`src/rtl/clarvi_rf_write_sequencer_pkg.sv`:
```
// Shared types for the register-file write sequencer.
// Entry layout {rd, data, wide}, FSM states, pending-mask helper.
package clarvi_rf_write_sequencer_pkg;

  typedef struct packed {
    logic [4:0]  rd;
    logic [63:0] data;
    logic        wide;
  } wb_entry_t;

  typedef enum logic [1:0] {
    WB_IDLE,
    WB_LO,
    WB_HI
  } wb_state_t;

  localparam int unsigned WB_ENTRY_W = $bits(wb_entry_t);
  localparam int unsigned WB_RD_W    = 5;
  localparam int unsigned WB_RD_LSB  = WB_ENTRY_W - WB_RD_W;

  function automatic logic [31:0] rd_onehot(input logic [4:0] rd);
    logic [31:0] m;
    m = 32'd0;
    if (rd != 5'd0) m[rd] = 1'b1;
    return m;
  endfunction

endpackage

```
`src/rtl/clarvi_rf_write_sequencer_sync_fifo.sv`:
```
// Synchronous FIFO with per-slot valid bits and a tag slice per slot.
// Ports: push/din, pop/head, full/empty, valid[], tags[] (TAG_W bits at TAG_LSB).
module clarvi_sync_fifo #(
  parameter int unsigned WIDTH   = 8,
  parameter int unsigned DEPTH   = 2,
  parameter int unsigned TAG_W   = 1,
  parameter int unsigned TAG_LSB = 0
) (
  input  logic                         clock,
  input  logic                         reset,
  input  logic                         push,
  input  logic [WIDTH-1:0]             din,
  input  logic                         pop,
  output logic                         full,
  output logic                         empty,
  output logic [WIDTH-1:0]             head,
  output logic [DEPTH-1:0]             valid,
  output logic [DEPTH-1:0][TAG_W-1:0]  tags
);

  localparam int unsigned AW = $clog2(DEPTH);
  localparam logic [AW:0] FULL_CNT = (AW+1)'(DEPTH);

  logic [DEPTH-1:0][WIDTH-1:0] mem_q, mem_d;
  logic [DEPTH-1:0]            valid_q, valid_d;
  logic [AW-1:0]               wr_ptr_q, wr_ptr_d;
  logic [AW-1:0]               rd_ptr_q, rd_ptr_d;
  logic [AW:0]                 count_q, count_d;
  logic                        push_en, pop_en;

  assign full    = (count_q == FULL_CNT);
  assign empty   = (count_q == '0);
  assign push_en = push && !full;
  assign pop_en  = pop && !empty;
  assign head    = mem_q[rd_ptr_q];
  assign valid   = valid_q;

  always_comb begin
    for (int i = 0; i < DEPTH; i++) begin
      tags[i] = mem_q[i][TAG_LSB +: TAG_W];
    end
  end

  always_comb begin
    mem_d    = mem_q;
    valid_d  = valid_q;
    wr_ptr_d = wr_ptr_q;
    rd_ptr_d = rd_ptr_q;
    count_d  = count_q;
    if (push_en) begin
      mem_d[wr_ptr_q]   = din;
      valid_d[wr_ptr_q] = 1'b1;
      wr_ptr_d          = wr_ptr_q + 1'b1;
    end
    if (pop_en) begin
      valid_d[rd_ptr_q] = 1'b0;
      rd_ptr_d          = rd_ptr_q + 1'b1;
    end
    unique case ({push_en, pop_en})
      2'b10:   count_d = count_q + 1'b1;
      2'b01:   count_d = count_q - 1'b1;
      default: count_d = count_q;
    endcase
  end

  always_ff @(posedge clock) begin
    if (reset) begin
      mem_q    <= '0;
      valid_q  <= '0;
      wr_ptr_q <= '0;
      rd_ptr_q <= '0;
      count_q  <= '0;
    end else begin
      mem_q    <= mem_d;
      valid_q  <= valid_d;
      wr_ptr_q <= wr_ptr_d;
      rd_ptr_q <= rd_ptr_d;
      count_q  <= count_d;
    end
  end

endmodule

```
`src/rtl/clarvi_rf_write_sequencer.sv`:
```
// Splits 64/32-bit writeback results into low/high 32-bit RF writes.
// Ports: in_* handshake, write_* RF port, pending_mask, busy.
module clarvi_rf_write_sequencer
  import clarvi_rf_write_sequencer_pkg::*;
#(
  parameter int unsigned DEPTH = 2
) (
  input  logic        clock,
  input  logic        reset,
  input  logic        in_valid,
  output logic        in_ready,
  input  logic [4:0]  in_rd,
  input  logic [63:0] in_data,
  input  logic        in_wide,
  output logic        write_enable,
  output logic        write_part,
  output logic [4:0]  write_register,
  output logic [31:0] data_in,
  output logic [31:0] pending_mask,
  output logic        busy
);

  wb_entry_t                       in_entry, head, work_q, work_d;
  wb_state_t                       state_q, state_d;
  logic                            push, pop, full, empty, active;
  logic [DEPTH-1:0]                valid;
  logic [DEPTH-1:0][WB_RD_W-1:0]   tags;
  logic                            part_q, part_d;
  logic [4:0]                      reg_q, reg_d;
  logic [31:0]                     din_q, din_d;

  assign in_entry = '{rd: in_rd, data: in_data, wide: in_wide};
  // rd==0 is accepted but never stored
  assign push     = in_valid && !full && (in_rd != 5'd0);
  assign in_ready = !full;
  assign active   = (state_q != WB_IDLE);
  assign busy     = !empty || active;

  clarvi_sync_fifo #(
    .WIDTH   (WB_ENTRY_W),
    .DEPTH   (DEPTH),
    .TAG_W   (WB_RD_W),
    .TAG_LSB (WB_RD_LSB)
  ) u_fifo (
    .clock (clock),
    .reset (reset),
    .push  (push),
    .din   (in_entry),
    .pop   (pop),
    .full  (full),
    .empty (empty),
    .head  (head),
    .valid (valid),
    .tags  (tags)
  );

  always_comb begin
    state_d = state_q;
    work_d  = work_q;
    pop     = 1'b0;
    unique case (state_q)
      WB_IDLE: begin
        if (!empty) begin
          pop     = 1'b1;
          work_d  = head;
          state_d = WB_LO;
        end
      end
      WB_LO: begin
        if (work_q.wide) begin
          state_d = WB_HI;
        end else if (!empty) begin
          pop     = 1'b1;
          work_d  = head;
          state_d = WB_LO;
        end else begin
          state_d = WB_IDLE;
        end
      end
      WB_HI: begin
        if (!empty) begin
          pop     = 1'b1;
          work_d  = head;
          state_d = WB_LO;
        end else begin
          state_d = WB_IDLE;
        end
      end
      default: state_d = WB_IDLE;
    endcase
  end

  // idle cycles replay the last driven part/index/data
  always_comb begin
    write_enable   = active;
    write_part     = part_q;
    write_register = reg_q;
    data_in        = din_q;
    if (active) begin
      write_part     = (state_q == WB_HI);
      write_register = work_q.rd;
      data_in        = (state_q == WB_HI) ? work_q.data[63:32]
                                          : work_q.data[31:0];
    end
    part_d = write_part;
    reg_d  = write_register;
    din_d  = data_in;
  end

  always_comb begin
    pending_mask = 32'd0;
    for (int i = 0; i < DEPTH; i++) begin
      if (valid[i]) pending_mask = pending_mask | rd_onehot(tags[i]);
    end
    if (active) pending_mask = pending_mask | rd_onehot(work_q.rd);
  end

  always_ff @(posedge clock) begin
    if (reset) begin
      state_q <= WB_IDLE;
      work_q  <= '0;
      part_q  <= 1'b0;
      reg_q   <= 5'd0;
      din_q   <= 32'd0;
    end else begin
      state_q <= state_d;
      work_q  <= work_d;
      part_q  <= part_d;
      reg_q   <= reg_d;
      din_q   <= din_d;
    end
  end

endmodule
```
`config.mk`:
```
export PLATFORM = sky130hd
export DESIGN_NAME = clarvi_rf_write_sequencer
export DESIGN_NICKNAME = d
export VERILOG_FILES = /design/src/rtl/clarvi_rf_write_sequencer_pkg.sv /design/src/rtl/clarvi_rf_write_sequencer_sync_fifo.sv /design/src/rtl/clarvi_rf_write_sequencer.sv
export SDC_FILE = /design/constraint.sdc
export NUM_CORES = 1
export LEC_CHECK = 0
export ABC_AREA = 1
export BUFFER_PORTS_ARGS = -buffer_cell sky130_fd_sc_hd__buf_2
export CAP_MARGIN = 15
export CORE_MARGIN = 5
export CORE_UTILIZATION = 58
export DETAILED_ROUTE_END_ITERATION = 6
export PLACE_DENSITY_LB_ADDON = 0.12
export SLEW_MARGIN = 0
export SYNTH_ARGS = -nofsm -noshare
export SYNTH_HDL_FRONTEND = slang
export SYNTH_SLANG_ARGS = --single-unit
export TNS_END_PERCENT = 20
```
`constraint.sdc`:
```
create_clock -name clock -period 2.51 [get_ports clock]
set_clock_uncertainty 0.2 [all_clocks]
set_input_delay 0.1255 -clock clock [delete_from_list [all_inputs] [get_ports clock]]
set_output_delay 0.1255 -clock clock [all_outputs]
set_load 0.01 [all_outputs]
```
# Word-level counts from Yosys, hierarchy flattened
# Cells that the tools add are included.
classes:
  addsub: 4
  magnitude_cmp: 10
  eq_ne: 9
  n_mux: 41
  n_bitwise: 5
  n_reduce_logical: 24
op_table:
  columns: ["op", "count"]
  rows:
  - ["70-bit two-way mux", 6]
  - ["32-bit two-way mux", 10]
  - ["140-bit bitwise mux", 1]
  - ["70-bit one-hot mux with 2 select lines", 1]
  - ["70-bit demux with 1-bit select", 1]
  - ["32-bit OR", 2]
  - ["5-bit nonzero test", 4]
  - ["5-bit by 6-bit less-than comparator with 1-bit output, second input constant", 3]
  - ["1-bit demux with 5-bit select", 3]
  - ["5-bit by 1-bit greater-or-equal comparator with 1-bit output, second input constant", 3]
  - ["1-bit logical AND", 9]
  - ["1-bit two-way mux", 9]
  - ["2-bit two-way mux", 4]
  - ["2-bit != test, second input constant", 4]
  - ["2-bit equality test, second input constant", 3]
  - ["2-bit one-hot mux with 3 select lines", 1]
  - ["2-bit nonzero test", 3]
  - ["5-bit two-way mux", 1]
  - ["2-bit by 1-bit equality test with 1-bit output, second input constant", 2]
  - ["2-bit logical NOT", 2]
  - ["1-bit by 2-bit less-than comparator with 1-bit output, second input constant", 2]
  - ["2-bit one-hot mux with 2 select lines", 1]
  - ["4-bit AND reduction", 1]
  - ["1-bit adder, second input constant", 2]
  - ["12 further kinds", 15]
word_totals:
  ff_bits: 256
  in_bits: 73
  output_inout_bits: 73
  word_cells: 106

# Longest topological paths before layout
# Gate-level depths: netlist of run 1.
depth:
  ltp_word: 10
  ltp_mapped: 12
  ltp_nobuf: 10

# Modules after synthesis
# From an unflattened synthesis of run 1, not the netlist that was laid out.
unflattened:
  cells_unflattened: 2279
  hier_area_um2: 13528.0
modules_own_cells:
  columns: ["mod", "n_inst", "cells_per_inst", "area_each_um2", "seq_area_each_um2"]
  rows:
  - ["clarvi_sync_fifo", 1, 1340, 7982.7, 2922.8]
  - ["clarvi_rf_write_sequencer", 1, 939, 5545.3, 2202.1]

# Least setup slack after synthesis of run 1
# Ideal clock, no wire load.
synth_path:
  path_type: "flip-flop to flip-flop"
  startpoint: "reg state_q[0]"
  endpoint: "reg u_fifo.count_q[1]"
  setup_ps: 119
  arrival_time_ps: 1699
  t_required_ps: 2191
  path_slack_ps: 491
  path_stages_with_launch: 12
  path_buffers: 3
  synth_period_minus_slack_ps: 2019
  cell_sequence: "dfxtp_1 -> buf_2 -> nand2_1 -> nand3_1 -> buf_2 -> buf_2 -> inv_1 -> ha_1 -> nor2_1 -> nand2_1 -> o21ai_0 -> a21oi_1"
synth_between:
  elab_chain_len: 6
  elab_cells_between_ends: 10
  cone_classes: "eq/ne: 4; mux: 2; reduce/logical: 4"
synth_rtl:
  columns: ["item", "line_no", "source"]
  rows:
  - ["start: declaration", "clarvi_rf_write_sequencer.sv:24", "wb_state_t state_q, state_d;"]
  - ["start signal: assignment", "clarvi_rf_write_sequencer.sv:126", "state_q <= state_d;"]
  - ["2-bit equality test or 2-bit logical NOT (tied branches)", "clarvi_rf_write_sequencer.sv:61", "unique case (state_q)"]
  - ["2-bit OR reduction (no source line)", null, null]
  - ["1-bit one-hot mux with 2 select lines (*)", "clarvi_rf_write_sequencer.sv:61", null]
  - ["1-bit logical AND (*)", "clarvi_rf_write_sequencer_sync_fifo.sv:34", "assign pop_en = pop && !empty;"]
  - ["2-bit by 1-bit equality test with 1-bit output or 2-bit equality test (tied branches)", "clarvi_rf_write_sequencer_sync_fifo.sv:59", "unique case ({push_en, pop_en})"]
  - ["2-bit one-hot mux with 2 select lines or 2-bit nonzero test (tied branches)", null, null]
  - ["end signal: assignment", "clarvi_rf_write_sequencer_sync_fifo.sv:78", "count_q <= count_d;"]
  - ["end: declaration", "clarvi_rf_write_sequencer_sync_fifo.sv:28", "logic [AW:0] count_q, count_d;"]
# Every way passes the cells marked *; elsewhere a longest branch is shown, timed or not.
# A chain may end at the register's enable or synchronous reset.

# Final worst setup path of run 1
layout_path:
  startpoint: "reg state_q[0]"
  endpoint: "out data_in[29]"
layout_between:
  elab_chain_len: 3
  elab_cells_between_ends: 4
  cone_classes: "eq/ne: 1; mux: 2; reduce/logical: 1"
layout_rtl:
  columns: ["item", "line_no", "source"]
  rows:
  - ["2-bit equality test", "clarvi_rf_write_sequencer.sv:102", "data_in = (state_q == WB_HI) ? work_q.data[63:32]"]
  - ["32-bit two-way mux", "clarvi_rf_write_sequencer.sv:102", null]
  - ["32-bit two-way mux (*)", "clarvi_rf_write_sequencer.sv:99", "if (active) begin"]
  - ["end: declaration", "clarvi_rf_write_sequencer.sv:18", "output logic [31:0] data_in,"]
# Marked as above.

==> flow_metrics.py, run 1 <==
metrics = {
    "worst_setup_path": {
        "critPathCaptureType": "output port",
        "criticalPathCategory": "flip-flop to output port",
        "required_ns": 2.18,
        "crit_arrival_ns": 2.09,
        "crit_fanout": 33,
        "reg2reg_from": "u_fifo.count_q[0]",
        "startpoint": "state_q[0]",
        "start_kind": "flip-flop",
    },
    "timing": {
        "drv_slew": 0,
        "relSlewSlack": 0.559,
        "period_minus_slack_ns": 2.42,
        "fmax_mhz": 414,
        "worst_slack_ns": 0.0944,
        "setup_viol": 0,
        "rsz0062_at_grt": "false",
        "worst_slew_pin_slew_ns": 0.661,
        "finalCritPeriodShare": 0.962,
        "finalHoldViolCount": 0,
        "fin_hold_ws_ns": 0.168,
        "tns_ns": 0,
    },
    "placement": {
        "place_inst": 2226,
        "gp_congestion": 0.893,
        "dp_hpwl_mm": 20.6,
        "postPlaceCellArea_sq_um": 12800,
        "portBuffers": 144,
        "place_ws_ns": 0.391,
    },
    "die": {
        "coreArea_sq_um": 20200,
        "row_count": 52,
        "die-area_sq_um": 23300,
        "initial_core_util": 0.586,
        "fp.dieH_microns": 153,
        "die_w_microns": 153,
        "ios": 146,
    },
    "clock_tree": {
        "htree_levels": 1,
        "clk_pin_slew_ns": 0.06,
        "clk_latency_ns": 0.53,
        "clk_path_buf_depth": 3,
        "cts_num_sinks": 256,
        "tritoncts": "done",
        "cts_buffers": 27,
        "ctsRootBufferMaster": "clkbuf_16",
    },
    "logic_synthesis": {
        "ys_ff_latch": 256,
        "ys_warn_count": 0,
        "yosysSeqAreaShare": 0.434,
        "avgSynthCellArea_sq_um": 6.24,
        "postSynthCellCount": 1895,
        "synth_fp_nets": 1969,
        "synth_area_leader_cell": "dfxtp_1",
        "synth_top_area_frac": 0.434,
        "synth_area_sq_um": 11800,
        "ys_top_cells_by_area": "dfxtp_1 (43%), nand2_1 (18%), nor2_1 (15%)",
        "synth_cell_types": 28,
    },
    "power": {
        "finalPower_mw": 13.0,
        "leakagePower_nw": 7.61,
        "pwr_density_cell_nw_per_um2": 897,
        "ir_worst_vdd_uv": 540,
    },
    "routing": {
        "postRouteAntennaNets": 0,
        "drc": 0,
        "dr_total_vias": 11800,
        "via_per_inst": 5.00,
        "drtIter0Drc": 893,
        "drt-total-wl_mm": 31.5,
        "dr.pass1.iters": 6,
        "wire_per_inst_microns": 13.4,
    },
    "cells_and_area": {
        "drive_above_1_share": 0.118,
        "fin_cells": 2352,
        "diodes": 0,
        "utilization": 0.717,
        "fin_nets": 2135,
        "finalInstanceArea_sq_um": 14500,
        "syn_to_final_growth_pct": 22.4,
    },
    "global_route": {
        "track_usage": 0.263,
        "grt_pass1_vias": 10900,
        "grt_overflow": 0,
        "grt_pass1_wl_mm": 52.8,
        "grt_antenna_before_repair": 0,
        "grt_max_degree": 86,
    },
    "worst_hold_path": {
        "hp-start": "in_data[51]",
        "hold_path_class": "primary input to flip-flop",
    },
    "job": {
        "drv_cap": 0,
    },
    "run_status": {
        "run_status": "finished, final reports clean",
    },
}
## layout by cell type (no fill, tap or decap), types with 3 or more instances in the layout
cell type	netlist	layout
clkbuf_1	53	6
dlygate4sd3_1	0	74
o21ai_0	30	30
buf_12	0	10
nand4_1	6	6
buf_4	1	19
nor2_4	0	3
inv_1	201	201
a21oi_1	78	78
clkinv_2	0	6
nand2_1	564	560
o221ai_1	9	9
nor2_1	472	469
clkbuf_8	0	9
nand3_1	139	136
nand2_2	0	4
buf_2	50	144
dfxtp_1	256	254
clkbuf_16	0	27
o22a_1	6	6
or2_2	9	9
## power breakdown
| part | switching [mW] | internal (mW) |
|---|---|---|
| Combinational | 2.65 | 1.27 |
| Clock | 1.60 | 2.35 |
| Sequential | 0.399 | 4.71 |
| Total | 4.64 | 8.32 |
## path summary, 6_finish.rpt
kind                           end  cells past startpoint  slack, ns
setup reg to reg        work_q[28]                      7       0.51
hold / removal    u_fifo.mem_q[52]                      4       0.17
setup / recovery       data_in[29]                      6       0.09
hold reg to reg         work_q[54]                      2       0.27
## Yosys cell counts
master	count
nand2_1	564
nor2_1	472
dfxtp_1	256
inv_1	201
nand3_1	139
a21oi_1	78
clkbuf_1	53
buf_2	50
o21ai_0	30
o221ai_1	9
or2_2	9
buf_1	7
nand4_1	6
o22a_1	6
nor3_1	2
a211oi_1	1
a21oi_4	1
and2_1	1
buf_4	1
clkinv_1	1
conb_1	1
ha_1	1
inv_2	1
nand3_2	1
nor2_2	1
o211ai_1	1
o21a_1	1
o21ai_2	1
## registers in the layout, indices dropped and copies added (netlist names), 2 cells and up
name	count
u_fifo.mem_q	130
work_q	70
din_q	32
u_fifo.tags	10
reg_q	5
state_q	2
u_fifo.count_q	2
u_fifo.valid	2
## metal layers
metal | up-vias | wire length (microns) | track usage
li1 | 6076 | - | -
met2 | 316 | 14900 | 0.438
met3 | 44 | 1680 | 0.0335
met5 | - | 0 | 0
met4 | 0 | 559 | 0.0662
met1 | 5328 | 14400 | 0.364
## critical path: stages (launching register included)
cell and delay [ns]:
dfxtp_2 0.36, buf_4 0.20, nor2_4 0.23, buf_6 0.32
nand2_1 0.08, nand3_1 0.19, buf_2 0.17
## kinds of logic (layout without fill, tap and decap cells)
logic type                 Yosys count  in the layout  synth area share
buffers and inverters              314            501             0.105
AOI/OAI and AO/OA                  128            128            0.0609
adders and majority gates            1              1           0.00106
DFF                                256            256             0.434
other                                1              1          0.000317
and+or+nand+nor                   1195           1195             0.399
## cell type report
class	instances	area [sq um]
fill	1777	5710
tap	270	338
clock buffer	42	822
sequential	256	5130
multi-input combinational	1325	5520
inverter	203	767
timing repair buffer	248	1820
clock inverter	8	68.8
## what timing repair did
| item | 4_1_cts | 5_1_grt |
|---|---|---|
| gates resized for setup | 1 | 7 |
| pin swaps | 0 | 1 |
| hold buffers | 74 | 0 |
| gates cloned | 0 | 0 |
| hold endpoints to repair | 147 | 0 |
| endpoints found under the setup margin | 21 | 59 |
| setup buffers | 0 | 2 |
Note: power is estimated with default switching activity, not from simulation.
==> run 2: changes to the inputs <==
--- a/config.mk
+++ b/config.mk
@@ -11,7 +11,8 @@
 export CORE_MARGIN = 5
 export CORE_UTILIZATION = 58
 export DETAILED_ROUTE_END_ITERATION = 6
-export PLACE_DENSITY_LB_ADDON = 0.12
+export GPL_TIMING_DRIVEN = 0
+export PLACE_DENSITY = 0.83
 export SLEW_MARGIN = 0
 export SYNTH_ARGS = -nofsm -noshare
 export SYNTH_HDL_FRONTEND = slang
==> flow_metrics.py, run 2 (same netlist as run 1, synthesis figures left out) <==
metrics = {
    "routing": {
        "via_per_inst": 5.20,
        "drc": 0,
        "drt-total-wl_mm": 36.9,
        "drtIter0Drc": 1124,
        "wire_per_inst_microns": 15.1,
        "postRouteAntennaNets": 0,
        "dr.pass1.iters": 6,
        "dr_total_vias": 12700,
    },
    "cells_and_area": {
        "diodes": 0,
        "n_fill_cell": 1646,
        "regArea_sq_um": 5120,
        "drive_above_1_share": 0.123,
        "mostFrequentLayoutCells": "nand2_1 (562), nor2_1 (468), dfxtp_1 (256)",
        "multi_input_area_sq_um": 5480,
        "syn_to_final_growth_pct": 23.9,
        "fin_nets": 2217,
        "final_common_cell": "nand2_1",
        "largestRegisters": "u_fifo.mem_q: 130 flops, work_q: 70 flops, din_q: 32 flops",
        "largest_reg_flops": 130,
        "top_register": "u_fifo.mem_q",
        "fin_cells": 2434,
    },
    "clock_tree": {
        "tritoncts": "done",
        "ctsRootBufferMaster": "clkbuf_16",
        "clk_path_buf_depth": 3,
        "clk_latency_ns": 0.54,
        "cts_num_sinks": 256,
        "cts_buffers": 27,
        "clk_pin_slew_ns": 0.06,
        "cts_setup_buffers": 0,
        "htree_levels": 1,
    },
    "timing": {
        "tns_ns": 0,
        "setup_viol": 0,
        "drv_slew": 0,
        "relSlewSlack": 0.471,
        "worst_slack_ns": 0.0488,
        "worst_slew_pin_slew_ns": 0.794,
        "fin_hold_ws_ns": 0.158,
        "finalHoldViolCount": 0,
        "fmax_mhz": 406,
        "finalCritPeriodShare": 0.981,
        "period_minus_slack_ns": 2.46,
    },
    "worst_setup_path": {
        "criticalPathCategory": "flip-flop to output port",
        "critPathCaptureType": "output port",
        "start_kind": "flip-flop",
        "crit_fanout": 10,
        "required_ns": 2.18,
        "crit_arrival_ns": 2.14,
    },
    "die": {
        "die-area_sq_um": 23300,
        "die_w_microns": 153,
        "initial_core_util": 0.586,
        "ios": 146,
        "fp.dieH_microns": 153,
        "coreArea_sq_um": 20200,
        "row_count": 52,
    },
    "global_route": {
        "grt_pass1_vias": 12000,
        "grt_pass1_wl_mm": 59.3,
        "track_usage": 0.303,
        "grt_overflow": 0,
        "grt_antenna_before_repair": 0,
        "grt_max_degree": 15,
    },
    "placement": {
        "gp_congestion": 0.966,
        "dp_hpwl_mm": 25.2,
        "place_inst": 2308,
        "place_ws_ns": 0.133,
        "portBuffers": 143,
    },
    "run_status": {
        "run_status": "finished, final reports clean",
    },
    "worst_hold_path": {
        "hold_path_class": "primary input to flip-flop",
    },
    "power": {
        "leakagePower_nw": 7.71,
        "ir_worst_vdd_uv": 606,
        "pwr_density_cell_nw_per_um2": 928,
    },
    "job": {
        "drv_cap": 0,
    },
}
## run 2: cell count changes in the layout (fill, tap and decap cells not counted), moves of 3 or more
cell | previous run | this run
nor2_2 | 1 | 4
buf_4 | 19 | 2
buf_1 | 0 | 7
buf_12 | 10 | 0
buf_2 | 144 | 190
clkbuf_2 | 0 | 5
bufinv_16 | 1 | 4
clkbuf_1 | 6 | 52
## run 2: repair_timing
action / in CTS / in global routing
setup endpoints to repair: 58 / 52
gates resized for setup: 6 / 17
pin swaps: 0 / 0
endpoints found under the hold margin: 148 / 0
hold buffers: 76 / 0
## run 2: cell type report
type / count / share of cell area
Tap cell: 270 / 0.0231
Clock buffer: 39 / 0.0547
Timing Repair Buffer: 219 / 0.101
Inverter: 203 / 0.0520
Multi-Input combinational cell: 1325 / 0.374
Buffer: 111 / 0.0339
Sequential cell: 256 / 0.350
Clock inverter: 11 / 0.0111
## run 2: critical path, cell delays in order, from the launching register on
cell and delay (ns):
dfxtp_1 0.35, buf_4 0.20, nor2_4 0.08, buf_2 0.21, nor2_2 0.16, nand2_2 0.15
o21ai_0 0.25, buf_2 0.18
## run 2: routing by layer
layer	up-vias	share of wire	global-route usage
met5	-	0	0
li1	6246	-	-
met2	579	0.46	0.503
met1	5698	0.40	0.386
met3	132	0.085	0.0497
met4	0	0.049	0.146
## run 2: power by group
group	internal, mW	switching [mW]
Sequential	4.70	0.326
Combinational	1.28	2.99
Clock	2.63	1.67
Total	8.60	4.98
## run 2: final timing paths
kind | start | to | slack [ns] | depth (start not counted)
max | state_q[0] | pending_mask[8] | 0.05 | 7
min | in_data[28] | u_fifo.mem_q[99] | 0.16 | 4
max reg2reg | u_fifo.count_q[0] | u_fifo.wr_ptr_q | 0.15 | 7
min reg2reg | work_q[14] | work_q[14] | 0.27 | 2
## run 2: stage by stage
stage | instance area (sq um) | total power, mW | util
finish | 14600 | 13.6 | 0.726
global route | 14600 | 14.3 | 0.726
CTS | 14600 | 13.5 | 0.724
detailed placement | 12900 | 9.06 | 0.638
global placement | 12900 | 8.96 | 0.638
floorplan | 11800 | 7.79 | -
